File: config.mk
export PLATFORM = sky130hd
export DESIGN_NAME = cmos_capture_ctrl
export DESIGN_NICKNAME = d
export VERILOG_FILES = /design/src/rtl/cam_pkg.sv /design/src/rtl/pix_fifo2.sv /design/src/rtl/cmos_capture_ctrl.sv
export SDC_FILE = /design/constraint.sdc
export NUM_CORES = 1
export LEC_CHECK = 0
export ABC_AREA = 1
export CAP_MARGIN = 30
export CORE_MARGIN = 4
export CORE_UTILIZATION = 40
export DETAILED_ROUTE_END_ITERATION = 7
export GPL_TIMING_DRIVEN = 0
export SLEW_MARGIN = 10
export SYNTH_ARGS = -nofsm -noshare
export SYNTH_HDL_FRONTEND = slang
export SYNTH_HIERARCHICAL = 1
export SYNTH_SLANG_ARGS = --single-unit
File: constraint.sdc
create_clock -name cmos_pclk -period 2.29 [get_ports cmos_pclk]
set_input_delay 0.687 -clock cmos_pclk [delete_from_list [all_inputs] [get_ports cmos_pclk]]
set_output_delay 0.687 -clock cmos_pclk [all_outputs]
set_load 0.05 [all_outputs]
File: src/rtl/cam_pkg.sv
// Shared types and defaults for the CMOS frame-capture path.
package cam_pkg;
  typedef enum logic [2:0] {IDLE, ARM, WAIT_SOF, CAPTURE, DONE} cap_state_e;

  typedef logic [15:0] rgb565_t;

  typedef struct packed {
    logic    sof;
    logic    eol;
    rgb565_t data;
  } pix_ent_t;

  localparam int DEF_HOR_NUM = 512;
  localparam int DEF_VER_NUM = 8;
endpackage

File: src/rtl/pix_fifo2.sv
// Two-entry pixel buffer; a push into a full buffer survives only if a pop
// happens in the same cycle, otherwise it is dropped and flagged.
module pix_fifo2
  import cam_pkg::*;
(
  input  logic     cmos_pclk,
  input  logic     rst,
  input  logic     push,
  input  pix_ent_t din,
  input  logic     pop,
  output pix_ent_t dout,
  output logic     empty,
  output logic     drop
);
  pix_ent_t   ent0, ent1;
  logic [1:0] cnt;
  logic       full, do_pop;

  assign full   = (cnt == 2'd2);
  assign empty  = (cnt == 2'd0);
  assign do_pop = pop & ~empty;
  assign drop   = push & full & ~do_pop;
  assign dout   = ent0;

  always_ff @(posedge cmos_pclk or posedge rst) begin
    if (rst) begin
      cnt  <= 2'd0;
      ent0 <= '0;
      ent1 <= '0;
    end else begin
      unique case ({push, do_pop})
        2'b10: begin
          if (cnt == 2'd0) ent0 <= din;
          else if (cnt == 2'd1) ent1 <= din;
          if (!full) cnt <= cnt + 2'd1;
        end
        2'b01: begin
          ent0 <= ent1;
          cnt  <= cnt - 2'd1;
        end
        2'b11: begin
          // head leaves, new entry lands behind whatever remains
          if (cnt == 2'd1) ent0 <= din;
          else begin
            ent0 <= ent1;
            ent1 <= din;
          end
        end
        default: ;
      endcase
    end
  end
endmodule

File: src/rtl/cmos_capture_ctrl.sv
// Captures exactly one camera frame on request and streams it as RGB565
// pixels with start-of-frame / end-of-line tags.
module cmos_capture_ctrl
  import cam_pkg::*;
#(
  parameter int HOR_NUM = DEF_HOR_NUM,
  parameter int VER_NUM = DEF_VER_NUM,
  parameter int CNT_W   = 16
) (
  input  logic             cmos_pclk,
  input  logic             rst,
  input  logic             cap_start,
  output logic             cap_busy,
  output logic             cap_done,
  output logic             cap_err,
  input  logic [7:0]       cmos_data,
  input  logic             cmos_href,
  input  logic             cmos_vsyn,
  output logic [15:0]      pix_data,
  output logic             pix_valid,
  input  logic             pix_ready,
  output logic             pix_sof,
  output logic             pix_eol,
  output logic [CNT_W-1:0] line_cnt
);
  cap_state_e       state, state_nxt;
  logic [7:0]       cmos_data_q, hi_byte;
  logic             href_q, href_qq, vsyn_q, vsyn_qq;
  logic             href_fall, vsyn_fall, vsyn_rise;
  logic             in_cap, accept, lines_full;
  logic             tog, sof_pend, push, drop, fifo_empty, line_err;
  logic [CNT_W-1:0] pix_cnt;
  pix_ent_t         push_ent, head;

  always_ff @(posedge cmos_pclk or posedge rst) begin
    if (rst) begin
      cmos_data_q <= 8'd0;
      href_q      <= 1'b0;
      href_qq     <= 1'b0;
      vsyn_q      <= 1'b0;
      vsyn_qq     <= 1'b0;
    end else begin
      cmos_data_q <= cmos_data;
      href_q      <= cmos_href;
      href_qq     <= href_q;
      vsyn_q      <= cmos_vsyn;
      vsyn_qq     <= vsyn_q;
    end
  end

  assign href_fall  = href_qq & ~href_q;
  assign vsyn_fall  = vsyn_qq & ~vsyn_q;
  assign vsyn_rise  = vsyn_q & ~vsyn_qq;
  assign lines_full = (line_cnt == CNT_W'(VER_NUM));

  always_ff @(posedge cmos_pclk or posedge rst) begin
    if (rst) state <= IDLE;
    else     state <= state_nxt;
  end

  // ARM waits for blanking first so a mid-frame request never grabs a partial frame
  always_comb begin
    state_nxt = state;
    unique case (state)
      IDLE:     if (cap_start) state_nxt = ARM;
      ARM:      if (vsyn_q) state_nxt = WAIT_SOF;
      WAIT_SOF: if (vsyn_fall) state_nxt = CAPTURE;
      CAPTURE:  if (lines_full || vsyn_rise) state_nxt = DONE;
      DONE:     state_nxt = IDLE;
      default:  state_nxt = IDLE;
    endcase
  end

  always_comb begin
    cap_busy = (state != IDLE);
    cap_done = (state == DONE);
    in_cap   = (state == CAPTURE);
  end

  assign accept   = (state == IDLE) & cap_start;
  assign push     = in_cap & href_q & tog;
  assign line_err = in_cap & href_fall & ((pix_cnt != CNT_W'(HOR_NUM)) | tog);
  assign push_ent = '{sof:  sof_pend,
                      eol:  (pix_cnt == CNT_W'(HOR_NUM - 1)),
                      data: {hi_byte, cmos_data_q}};

  always_ff @(posedge cmos_pclk or posedge rst) begin
    if (rst) begin
      tog      <= 1'b0;
      hi_byte  <= 8'd0;
      pix_cnt  <= '0;
      line_cnt <= '0;
      cap_err  <= 1'b0;
      sof_pend <= 1'b0;
    end else begin
      // toggle idles at 0 whenever href is low, so every line starts on a high byte
      if (in_cap && href_q) begin
        tog <= ~tog;
        if (!tog) hi_byte <= cmos_data_q;
      end else begin
        tog <= 1'b0;
      end

      if (!in_cap || href_fall) pix_cnt <= '0;
      else if (push && pix_cnt != '1) pix_cnt <= pix_cnt + CNT_W'(1);

      if (accept) line_cnt <= '0;
      else if (in_cap && href_fall) line_cnt <= line_cnt + CNT_W'(1);

      if (accept) cap_err <= 1'b0;
      else if (drop || line_err || (in_cap && vsyn_rise && !lines_full)) cap_err <= 1'b1;

      if (state == WAIT_SOF && vsyn_fall) sof_pend <= 1'b1;
      else if (push) sof_pend <= 1'b0;
    end
  end

  pix_fifo2 u_fifo (
    .cmos_pclk (cmos_pclk),
    .rst       (rst),
    .push      (push),
    .din       (push_ent),
    .pop       (pix_valid & pix_ready),
    .dout      (head),
    .empty     (fifo_empty),
    .drop      (drop)
  );

  assign pix_valid = ~fifo_empty;
  assign pix_data  = head.data;
  assign pix_sof   = head.sof;
  assign pix_eol   = head.eol;
endmodule

Word-level counts from Yosys, hierarchy flattened. Index checks and enable logic that the tools add are counted.

$add $sub $neg: 4. Equal/unequal tests: 21. Multiplexer cells: 22. Bitwise operators: 19. Reductions and logical operators: 27.

Operators by type and width (number): two-way mux 18 bit (4); two-way mux 16 bit (4); case mux 18 bit (3 select lines) (1); case mux 18 bit (2 select lines) (1); adder 16 x 1 -> 16 bit (second input constant) (2); equality test 16 x 4 -> 1 bit (second input constant) (1); equality test 16 x 9 -> 1 bit (second input constant) (1); != test 16 x 10 -> 1 bit (second input constant) (1); != test 16 bit (second input constant) (1); AND 1 bit (12); two-way mux 3 bit (4); != test 2 bit (second input constant) (6); case mux 3 bit (4 select lines) (1); nonzero test 2 bit (6); equality test 2 bit (second input constant) (3); equality test 3 x 2 -> 1 bit (second input constant) (2); logical AND 1 bit (6); NOT 1 bit (6); AND reduction 2 bit (3); nonzero test 3 bit (2); two-way mux 1 bit (5); equality test 2 x 1 -> 1 bit (second input constant) (2); logical OR 1 bit (4); != test 2 x 1 -> 1 bit (second input constant) (2); 12 further kinds (13).

Flip-flop bits (word level): 96. Input port bits: 14. Output and inout bits: 38. Word-level logic and storage cells: 112.

Logic depth before layout (Yosys ltp). Gate-level depths: netlist (run 1).

Word-level depth: 10. Mapped depth: 11. Mapped depth without buffers: 11.

Modules after synthesis. Netlist (run 1), hierarchy kept.

By module, submodules not included: cmos_capture_ctrl (instances 1, cells each 426, area an instance 3148.0 um^2); pix_fifo2 (instances 1, cells each 374, area an instance 2402.3 um^2).

Worst setup path before layout (run 1). Ideal clock, no wire load.

Path type: register to output. From: register state[0]. To: output port cap_done. Arrival: 1.538 ns. Data required time: 1.603 ns. Path slack: 0.065 ns. Cell stages (with the launch flop): 2. Path buffers: 0. Cells stage by stage: dfrtp_1 nor3_1.

Word-level cells in the longest chain between the ends: 1.

Ends and longest elaborated chain: from (decl) (line cmos_capture_ctrl.sv:26) `cap_state_e state, state_nxt;`; from (signal assigned) (line cmos_capture_ctrl.sv:58) `else state <= state_nxt;`; equality test 3 bit (line cmos_capture_ctrl.sv:76) `cap_done = (state == DONE);`; to (decl) (line cmos_capture_ctrl.sv:14) `output logic cap_done,`.

Every way passes these cells.

Worst setup path after layout (run 1).
From: register cap_err. To: output port cap_err.

RTL lines: from (decl) (line cmos_capture_ctrl.sv:15) `output logic cap_err,`; from (signal assigned) (line cmos_capture_ctrl.sv:93) `cap_err <= 1'b0;`; from (signal assigned) (line cmos_capture_ctrl.sv:110) `if (accept) cap_err <= 1'b0;`; from (signal assigned) (line cmos_capture_ctrl.sv:111) `else if (drop || line_err || (in_cap && vsyn_rise && !lines_full)) cap_err <= 1'b1;`.

No word-level cell between the ends.

==> results list, run 1 <==
* Peak per-stage delay on the critical path: 0.81 ns
- 0 antenna diodes ended up in the layout.
- Number of global-route vias before repair: 5097
* Skew-Pair Late Insertion Delay: 0.35 ns
* Post-route antenna net violation count: 0
- In this run the number of H-tree levels came out at 3.
* Upper clock frequency limit: 451.4 MHz
- The run finished with clean final reports.
- Critical path peak fanout: 2
* First element of the critical path: cap_err
- In this run, synthesis produced a sequential element count of 96.
* Core region area: 13400 um^2
- WL final: 14390 um
* Post-layout min period: 2.216 ns
- Unrepaired setup endpoints after global routing: true
- The startpoint identified for the worst register-to-register timing path is state[2].
- Area grow syn2layout: 19.21%
* Post-synthesis cell area: 5550 um^2
- Leakage: 3.365 nW
- In this run the power density over the cells is 1096 nW/um^2.
* Boundary Pins: 52
* Number of instances in the synthesized netlist: 800
- Required time at the endpoint of the critical path: 1.60 ns
* Total global routing track utilization: 18.63%
- NumNets Final: 886
- Post-DR wirelength/cell: 13.78 um
- The first global-routing pass estimated 24530 um of wire.
* Synthesized area per cell: 6.938 um^2
- Global routing finished with a remaining overflow of 0.
- The number of cells on the worst reg-to-reg path is 9.
- Tightest slew margin relative to the limit: 55.82%
* Element type at the critical path end: primary output
- Die boundary width: 125.8 um
- Yosys warning total: 6
- Cells with a size suffix above 1 make up 7.143% of the layout.
- Share of the yosys chip area belonging to registers: 43.28%
- Initial antenna violation count: 0
- Number of placement rows: 42
- Among cell families on the critical path, the largest total delay comes from buffers and inverters.
- Worst reg-to-reg setup slack: 0.22 ns
- TritonCTS created 9 clock buffers.
- Count of fill cells added during filler insertion: 1349
- After detailed routing, the number of remaining DRC violations is 0.
* Hold Path Stages: 0
* Syn_nets: 822
* Hold violation count in the final report: 0
* Clock-pin slew on the worst setup and hold paths: 0.07 ns
- Counting both buffers and inverters, the worst setup path holds a total of 1.
- VDD sags by at most 0.6509 mV.
* Share of the core filled with cells: 49.37%
* Initial standard-cell utilization of the core: 41.42%
- Crit Path Class: reg2out
* Worst clock skew: 0.007537 ns
- Count of input and output buffers: 51
- TritonCTS clock tree: done
- In this run the worst setup path terminates at cap_err.
- Setup violations remaining at the end of the flow were counted as 0.
- Detailed placement ended at an HPWL of 10560 um.
- Share of the clock period used by the worst path after layout: 96.75%
- Max-slew violations: 0
* Multi-input gate area: 2639 um^2
- Entering global routing, the biggest net connects 32 pins.
- Worst R2R End: u_fifo/ent1[6]
- Max-cap violation count: 0
- Detailed routing inserted a total of 5260 vias.
- CTS saw 96 sinks.
- The floorplan step defined a die boundary enclosing 15820 um^2.
* Drt initial violations: 439
* Most common library cell in the layout ignoring fill and taps: nand2_1
- Buffers from clock root to sink, at most: 2
- Root Buffer Master: clkbuf_16
* Total chip power: 7.252 mW
- Traced cell by cell, the critical path runs through clkdlybuf4s50_1.
- Gpl congestion: 0.8823
- Sequential cell area: 2402 um^2
- Worst-path cell with the longest stage delay: clkdlybuf4s50_1
- In this run the number of cells on the critical path is 1.
- Transition time of the tightest slew-check pin: 0.6617 ns
- CP Launch Type: flip-flop
- First-pass DRT Iterations: 5
- The number of setup buffers added after CTS is 0.
- From bottom edge to top edge, the die measures 125.8 um.
* Distinct cell type count of the synthesized netlist: 34
* Worst min path class: reg2reg
* Arrival time reported for the critical path endpoint: 1.53 ns
* DR vias/cell: 5.038
- In the layout the commonest cells are nand2_1, inv_1, dfrtp_1.
[metal layers]
| layer | vias up | GRT usage [%] | routed length, um |
|---|---|---|---|
| met2 | 130 | 30.87 | 6929 |
| met4 | 0 | 5.741 | 162 |
| met3 | 14 | 3.895 | 653 |
| met1 | 2482 | 24.65 | 6644 |
| li1 | 2634 | - | - |
| met5 | - | 0 | 0 |
[synth_stat cells]
master	count	area share, %
or2_2	1	0.11
nor3_1	7	0.63
nor3_2	1	0.18
nor2_8	1	0.36
a21oi_1	1	0.090
o31ai_1	1	0.14
nand3_2	1	0.18
xnor2_1	1	0.16
o21ai_0	46	4.1
nor2_2	4	0.45
o211ai_1	1	0.14
nand2_2	3	0.34
inv_2	5	0.34
nand3_1	78	7.0
clkbuf_2	1	0.090
nor2_4	4	0.81
dfrtp_1	96	43
nand2_1	324	22
nand3b_1	1	0.14
and2_1	2	0.23
a21oi_2	1	0.16
buf_4	4	0.54
ha_1	8	1.8
clkbuf_1	4	0.27
o21ai_1	2	0.18
nand3_4	1	0.32
buf_2	10	0.90
inv_1	102	6.9
nor3_4	1	0.29
buf_6	2	0.41
nand4_1	28	3.2
a31oi_1	1	0.11
xor2_1	4	0.63
nor2_1	53	3.6
[per-stage QoR]
stage / hold WS (ns) / std cells / area, um^2 / setup WS (ns) / TNS, ns
2_1_floorplan: 0.3744 / 800 / 5550 / 0.06543 / 0
3_3_place_gp: 0.4148 / 1027 / 6281 / -0.9732 / -68.83
3_5_place_dp: 0.4237 / 1029 / 6321 / -0.1767 / -2.652
4_1_cts: 0.4434 / 1044 / 6603 / 0.003170 / 0
5_1_grt: 0.4615 / 1044 / 6616 / -0.04716 / -0.04716
6_report: 0.4383 / 1044 / 6616 / 0.07446 / 0
[worst min-delay path by stage]
stage,from,end,slack (ns)
floorplan,href_q,href_qq,0.37
global placement,href_q,href_qq,0.41
detailed placement,href_q,href_qq,0.42
CTS,href_q,href_qq,0.44
global route,href_q,href_qq,0.46
finish,href_q,href_qq,0.44
[logic make-up after synthesis]
| family | share of synthesized area, % |
|---|---|
| simple gates | 39.72 |
| buf+inv | 9.445 |
| flops | 43.28 |
| compound gates | 4.960 |
| fa+ha+maj | 1.803 |
| xor+xnor | 0.7890 |
[layout make-up]
type | instances | share of cell area [%]
Buffer | 21 | 1.853
Clock buffer | 11 | 3.669
Clock inverter | 4 | 0.8132
Inverter | 107 | 6.070
Multi-Input combinational cell | 576 | 39.88
Sequential cell | 96 | 36.31
Tap cell | 176 | 3.328
Timing Repair Buffer | 53 | 8.075
[power by group]
part           switching [mW]  leakage [nW]  internal, mW  total (mW)
clock network           0.678         0.138         0.876        1.55
registers               0.283          1.24          2.11        2.39
logic                    2.26          1.98          1.05        3.31
total                    3.22          3.36          4.03        7.25
[timing repair]
action | CTS | global route
pin swaps | 0 | 0
resized for setup | 19 | 7
hold buffers | 0 | 0
endpoints found under the setup margin | 16 | 5
[state kept, by name, summed over array words and instances, names as in the netlist]
signal	flops
vsyn_qq	1
u_fifo/ent1	18
cmos_data_q	8
hi_byte	8
href_qq	1
cap_err	1
state	3
u_fifo/dout	18
vsyn_q	1
href_q	1
pix_cnt	16
line_cnt	16
tog	1
sof_pend	1
u_fifo/cnt	2
[worst reg2reg max path, stage by stage, from the launching register on]
cell     delay [ns]
dfrtp_1        0.39
inv_1          0.15
nand3_4        0.13
nor3_4         0.17
buf_4          0.20
nand3_2        0.25
inv_2          0.25
buf_2          0.28
nand3_1        0.11
nand2_1        0.07
Note: power is estimated with default switching activity, not from simulation.
==> inputs of run 2 (changes only) <==
Clock period 2.29 ns to 1.86 ns, I/O delays scaled along.
==> results list, run 2 (synthesized netlist as in run 1, its figures left out) <==
- The first routing iteration left 379 violations.
- The number of hold violations in the final report was 0.
- STA puts the critical path data arrival time at 1.27 ns.
- Number of global-route vias before repair: 5086
* First-pass DRT Iterations: 5
* Combinational power share: 47.2%
- In this run, flip-flops and latches consume 33.7% of the power.
* Wire length of the first global-routing pass: 24520 um
* Die Footprint: 15820 um^2
- Total global routing track utilization: 18.61%
- The initial utilization of the core area, before any placement, comes to 41.42%.
- Worst min path class: reg2reg
* Peak supply drop: 0.6160 mV
- Share of the clock period used by the worst path after layout: 98.40%
* Required time at the endpoint of the critical path: 1.30 ns
- Aggregate global routing overflow: 0
- The max-slew violation total from the final report was 0.
- Post-layout instance area: 6823 um^2
- Clock latency on the worst-skew pair, taken at its later pin, is 0.35 ns.
- Upper clock frequency limit: 546.4 MHz
- Vertical die dimension: 125.8 um
* Maximum number of pins on one net before global-route repair: 32
* WL final: 14530 um
- The core region is 13400 um^2.
* PwrDens: 1283 nW/um^2
* Total via count in the routed design: 5260
* Most frequent cells in the layout: nand2_1, inv_1, dfrtp_1
- In this run, the clock network consumes 19.1% of the power.
* Unrepaired setup endpoints after global routing: true
* Setup violators final: 0
* Number of placement rows: 42
- Once routing completed, OpenROAD measured the worst setup slack at 0.02982 ns.
* Diodes inserted: 0
* HPWL after DPL: 10220 um
- Max-cap violations in this run came to 0.
- After detailed placement, the design holds a cell count of 1029.
- The post-route netlist has 12.33% of its cells at a drive strength greater than 1.
- The final layout contains 902 nets.
- After clock tree synthesis, the clock-pin slew on the worst setup and hold paths is 0.06 ns.
* Element type at the critical path end: primary output
- For the final database, setup skew stands at 0.005522 ns.
* Count of input and output buffers: 51
- The critical path is of the reg2out type.
- Switching fraction of total power: 45.45%
- OpenSTA, run right after detailed placement, puts the worst setup slack at -0.4684 ns.
- Leaving out fill and tap cells, the most frequent cell in the layout is nand2_1.
- The longest clock path from root to sink contains 2 buffers.
* Met1 global-route usage: 24.49%
- GRT busiest layer: met2
* Gpl congestion: 0.8489
- Summed over all nets, the switching power comes to 3.978 mW.
* Critical path peak fanout: 6
- The clock tree synthesis step divided the H-tree into 3 levels.
- Area grow syn2layout: 22.93%
* Die boundary width: 125.8 um
* Initial antenna violation count: 0
* Post-DR wirelength/cell: 13.71 um
* Transition time of the tightest slew-check pin: 0.6350 ns
- 52 I/O pins were placed.
- The worst setup path is launched from a flip-flop.
- In the global route stage, met3 resource usage came out at 4.064%.
- For this design, the sink count on the clock tree is 96.
* Leakage: 3.390 nW
- The detail route stage leaves a number of antenna-violating nets equal to 0.
- Subtracting the final worst setup slack from the clock period gives 1.830 ns.
* # DRC: 0
- Non-filler cells in the finished layout: 1060
* TritonCTS clock tree: done
- Tightest slew margin relative to the limit: 57.58%
- Cell internal power was estimated by the tool at 4.775 mW.
- Result of the run: finished, final reports clean
* Number of clock buffers inserted by TritonCTS: 9
- Dividing the detail-routed via count by the number of cells gives 4.962.
- Once placement finished, the instance area stood at 6330 um^2.
* Global-route met2 utilization: 30.99%
* Root Buffer Master: clkbuf_16
## run 2: changes by cell type in the layout (fill, tap and decap cells not counted), moves of 5 or more
cell	before	now
buf_2	10	4
buf_4	4	22
buf_6	2	8
clkdlybuf4s15_2	1	12
clkdlybuf4s50_1	33	13
dlygate4sd2_1	14	19
## run 2: final cells by class
type	count	area [um^2]
Inverter	107	417.9
Multi-Input combinational cell	576	2725
Sequential cell	96	2405
Buffer	21	158.9
Fill cell	1333	6578
Clock buffer	14	244.0
Clock inverter	1	5.005
Timing Repair Buffer	69	646.9
Tap cell	176	220.2
## run 2: worst max-delay path, stage by stage, from the launching register on
cell     delay (ns)
dfrtp_2        0.46
nor2_2         0.17
nand2_1        0.10
buf_4          0.20
## run 2: timing repair
item	4_1_cts	5_1_grt
hold buffers	0	0
cloned	0	2
setup endpoints to repair	87	70
endpoints found under the hold margin	0	0
setup buffers	3	11
pin swaps	1	6
resized for setup	91	48
## run 2: worst paths after layout
kind	from	to	slack, ns	cells past startpoint
min in group asynchronous	rst	u_fifo/ent1[16]	0.60	2
max	state[0]	cap_busy	0.03	3
max reg2reg	state[2]	u_fifo/dout[11]	0.06	10
min reg2reg	href_q	href_qq	0.43	0
min	href_q	href_qq	0.43	0
max in group asynchronous	rst	pix_cnt[0]	0.61	3
## run 2: through the flow
stage	power, mW	TNS, ns	utilization (%)	hold slack, ns
after floorplan	5.819	0	-	0.3744
after global placement	6.913	-48.38	46.94	0.4187
after detailed placement	7.014	-16.59	47.24	0.4139
after CTS	8.611	-1.588	49.46	0.4299
after global routing	9.402	-0.4558	50.92	0.4397
final	8.753	0	50.92	0.4253
## run 2: metal layers
layer	part of all wire, %	vias to the layer above
li1	-	2679
met1	46	2438
met2	48	130
met3	4.5	13
met4	1.5	0
met5	0	-
## run 2: power groups by stage
stage          registers, mW  logic (mW)  clock network [mW]
3_5_place_dp            2.98        4.03                   0
4_1_cts                 2.95        3.93                1.73
2_1_floorplan           3.72        2.10                   0
3_3_place_gp            2.96        3.95                   0
6_report                2.95        4.13                1.67
5_1_grt                 3.02        4.56                1.82
==> inputs of run 3 (changes only) <==
Settings changed: DONT_BUFFER_PORTS set to 1.
==> results list, run 3 (synthesized netlist as in run 1, its figures left out) <==
- Result of the run: finished, violations left
- Violations in the final reports: setup timing
* Number of placed cells counting well taps: 978
- Fraction of power consumed by the clock network: 20.3%
- The max-slew violation total from the final report was 0.
- The floorplan has 42 rows.
* Delay-heaviest family, CP: simple AND/OR/NAND/NOR gates
- After legalization and detailed placement, the total HPWL measured 10190 um.
- The worst setup path is captured at a primary output.
- Of the total power, combinational logic draws 36.5%.
- Worst clock skew: 0.004779 ns
- The first routing iteration left 359 violations.
- Number of clock buffers inserted by TritonCTS: 9
* Buffers from clock root to sink, at most: 2
- Post-DR wirelength/cell: 14.35 um
- In this run the tool buffered the top-level ports with 0 buffer cells.
* Total global routing track utilization: 18.17%
* Total via count in the routed design: 5237
- Placed cell areas: 5819 um^2
* Post-route antenna net violation count: 0
* CP Launch Type: flip-flop
- Leakage: 3.319 nW
* Post-layout min period: 1.881 ns
- Buffers and inverters on the worst path: 0
- Sequential share of power: 43.3%
* Non-filler cells in the finished layout: 1033
- Measured along the x axis, the die boundary spans 125.8 um.
- The core region is 13400 um^2.
- Gpl congestion: 0.8889
- DR vias/cell: 5.070
- For this run, the post-layout net count is 874.
- The die is 125.8 um tall.
- The worst pin sits at a relative slew slack of 57.64%.
- Across the VDD grid, the largest voltage drop is 0.9091 mV.
- Data arrives at the worst endpoint at 1.32 ns.
- The initial utilization of the core area, before any placement, comes to 41.42%.
- Summed over all layers, the global routing overflow is 0.
- Worst min path class: in2async
- Derived from the worst setup path, the maximum achievable clock frequency is 531.7 MHz.
* Worst-path cell with the longest stage delay: nor3_4
* Worst path cell trace: nor3_4
- Max-cap violation count: 0
- Maximum number of pins on one net before global-route repair: 35
- PwrDens: 1316 nW/um^2
* Most common library cell in the layout ignoring fill and taps: nand2_1
* Initial antenna violation count: 1
* Required time at the endpoint of the critical path: 1.30 ns
- CTS sink cnt: 96
- Boundary Pins: 52
- Psw: 4.140 mW
* Internal cell power: 4.682 mW
- TritonCTS clock tree: done
* Number of hold buffers added after CTS: 0
- Clock latency on the worst-skew pair, taken at its later pin, is 0.35 ns.
- Smallest setup slack after layout: -0.02090 ns
- Switching fraction of total power: 46.93%
- Clock-pin slew was measured on the worst setup and hold paths at 0.07 ns.
* Fraction of final layout cells with drive strength greater than 1: 16.92%
- Setup violators final: 1
* First-pass DRT Iterations: 5
* Root Buffer Master: clkbuf_16
* Number of global-route vias before repair: 4833
* Area grow syn2layout: 20.76%
- Die Footprint: 15820 um^2
- # DRC: 0
* Share of the core filled with cells: 50.02%
* Wire length of the first global-routing pass: 23770 um
- The clock tree synthesis step divided the H-tree into 3 levels.
- Crit Path Class: reg2out
- Most frequent cells in the layout: nand2_1, inv_1, dfrtp_1
- For the pin with the worst max-slew slack, the measured transition is 0.6354 ns.
- Total chip power: 8.822 mW
- WL final: 14830 um
- The number of hold violations in the final report was 0.
* Post-layout instance area: 6703 um^2
- Setup repair after global routing could not meet its margin everywhere.
- Share of the clock period used by the worst path after layout: 101.1%
* Peak per-stage delay on the critical path: 0.50 ns
* Critical path peak fanout: 5
* Diodes inserted: 0
* Worst reg-to-reg setup slack: 0.05 ns
## run 3: changes by cell type in the layout (fill, tap and decap cells not counted), moves of 6 or more
cell	change
clkdlybuf4s50_1	-13
nand3_2	+8
nand2_1	-6
buf_4	+17
dfrtp_2	+6
nand3_1	-8
dfrtp_1	-6
clkdlybuf4s15_2	-12
dlygate4sd2_1	-19
## run 3: layout make-up
class	instances	area [um^2]
buffer	21	178.9
clock buffer	10	239.0
clock inverter	6	42.54
fill	1266	6698
inverter	107	421.7
multi-input combinational	576	2811
sequential	96	2412
tap	176	220.2
timing repair buffer	41	376.6
## run 3: final timing paths
| check | start | end | depth (start not counted) |
|---|---|---|---|
| max | state[0] | cap_done | 1 |
| min | rst | u_fifo/ent1[13] | 1 |
| max reg2reg | state[2] | u_fifo/dout[15] | 9 |
| min reg2reg | href_q | href_qq | 0 |
| max in group asynchronous | rst | pix_cnt[0] | 2 |
| min in group cmos_pclk | cmos_data[1] | cmos_data_q[1] | 0 |
## run 3: per-layer routing
metal  part of all wire, %  routed length (um)  global-route usage, %
met1                    43                6377                  22.99
met2                    48                7171                  30.08
met3                   5.8                 859                  4.615
met4                   2.7                 403                  6.940
met5                 0.094                  14                      0
## run 3: metrics by stage
| stage | setup WS [ns] | setup TNS (ns) | hold slack (ns) |
|---|---|---|---|
| final | -0.02090 | -0.02090 | 0.07390 |
| after global routing | -0.07377 | -0.7613 | 0.09039 |
| after CTS | -0.03227 | -0.03227 | 0.06953 |
| after detailed placement | -0.3469 | -8.506 | 0.4179 |
| after global placement | -0.3131 | -10.73 | 0.4175 |
| after floorplan | 0.1137 | 0 | 0.3744 |
## run 3: power groups by stage
stage / logic [mW] / clock network [mW] / registers, mW
after floorplan: 2.10 / 0 / 3.72
after global placement: 2.57 / 0 / 3.82
after detailed placement: 2.65 / 0 / 3.85
after CTS: 2.88 / 1.85 / 3.82
after global routing: 3.63 / 1.93 / 3.88
final: 3.22 / 1.79 / 3.82
## run 3: repair_timing
action	4_1_cts	5_1_grt
gates cloned	0	3
hold endpoints to repair	0	0
setup endpoints to repair	53	67
buffers inserted	7	29
gates resized for setup	30	68
pin swaps	3	10
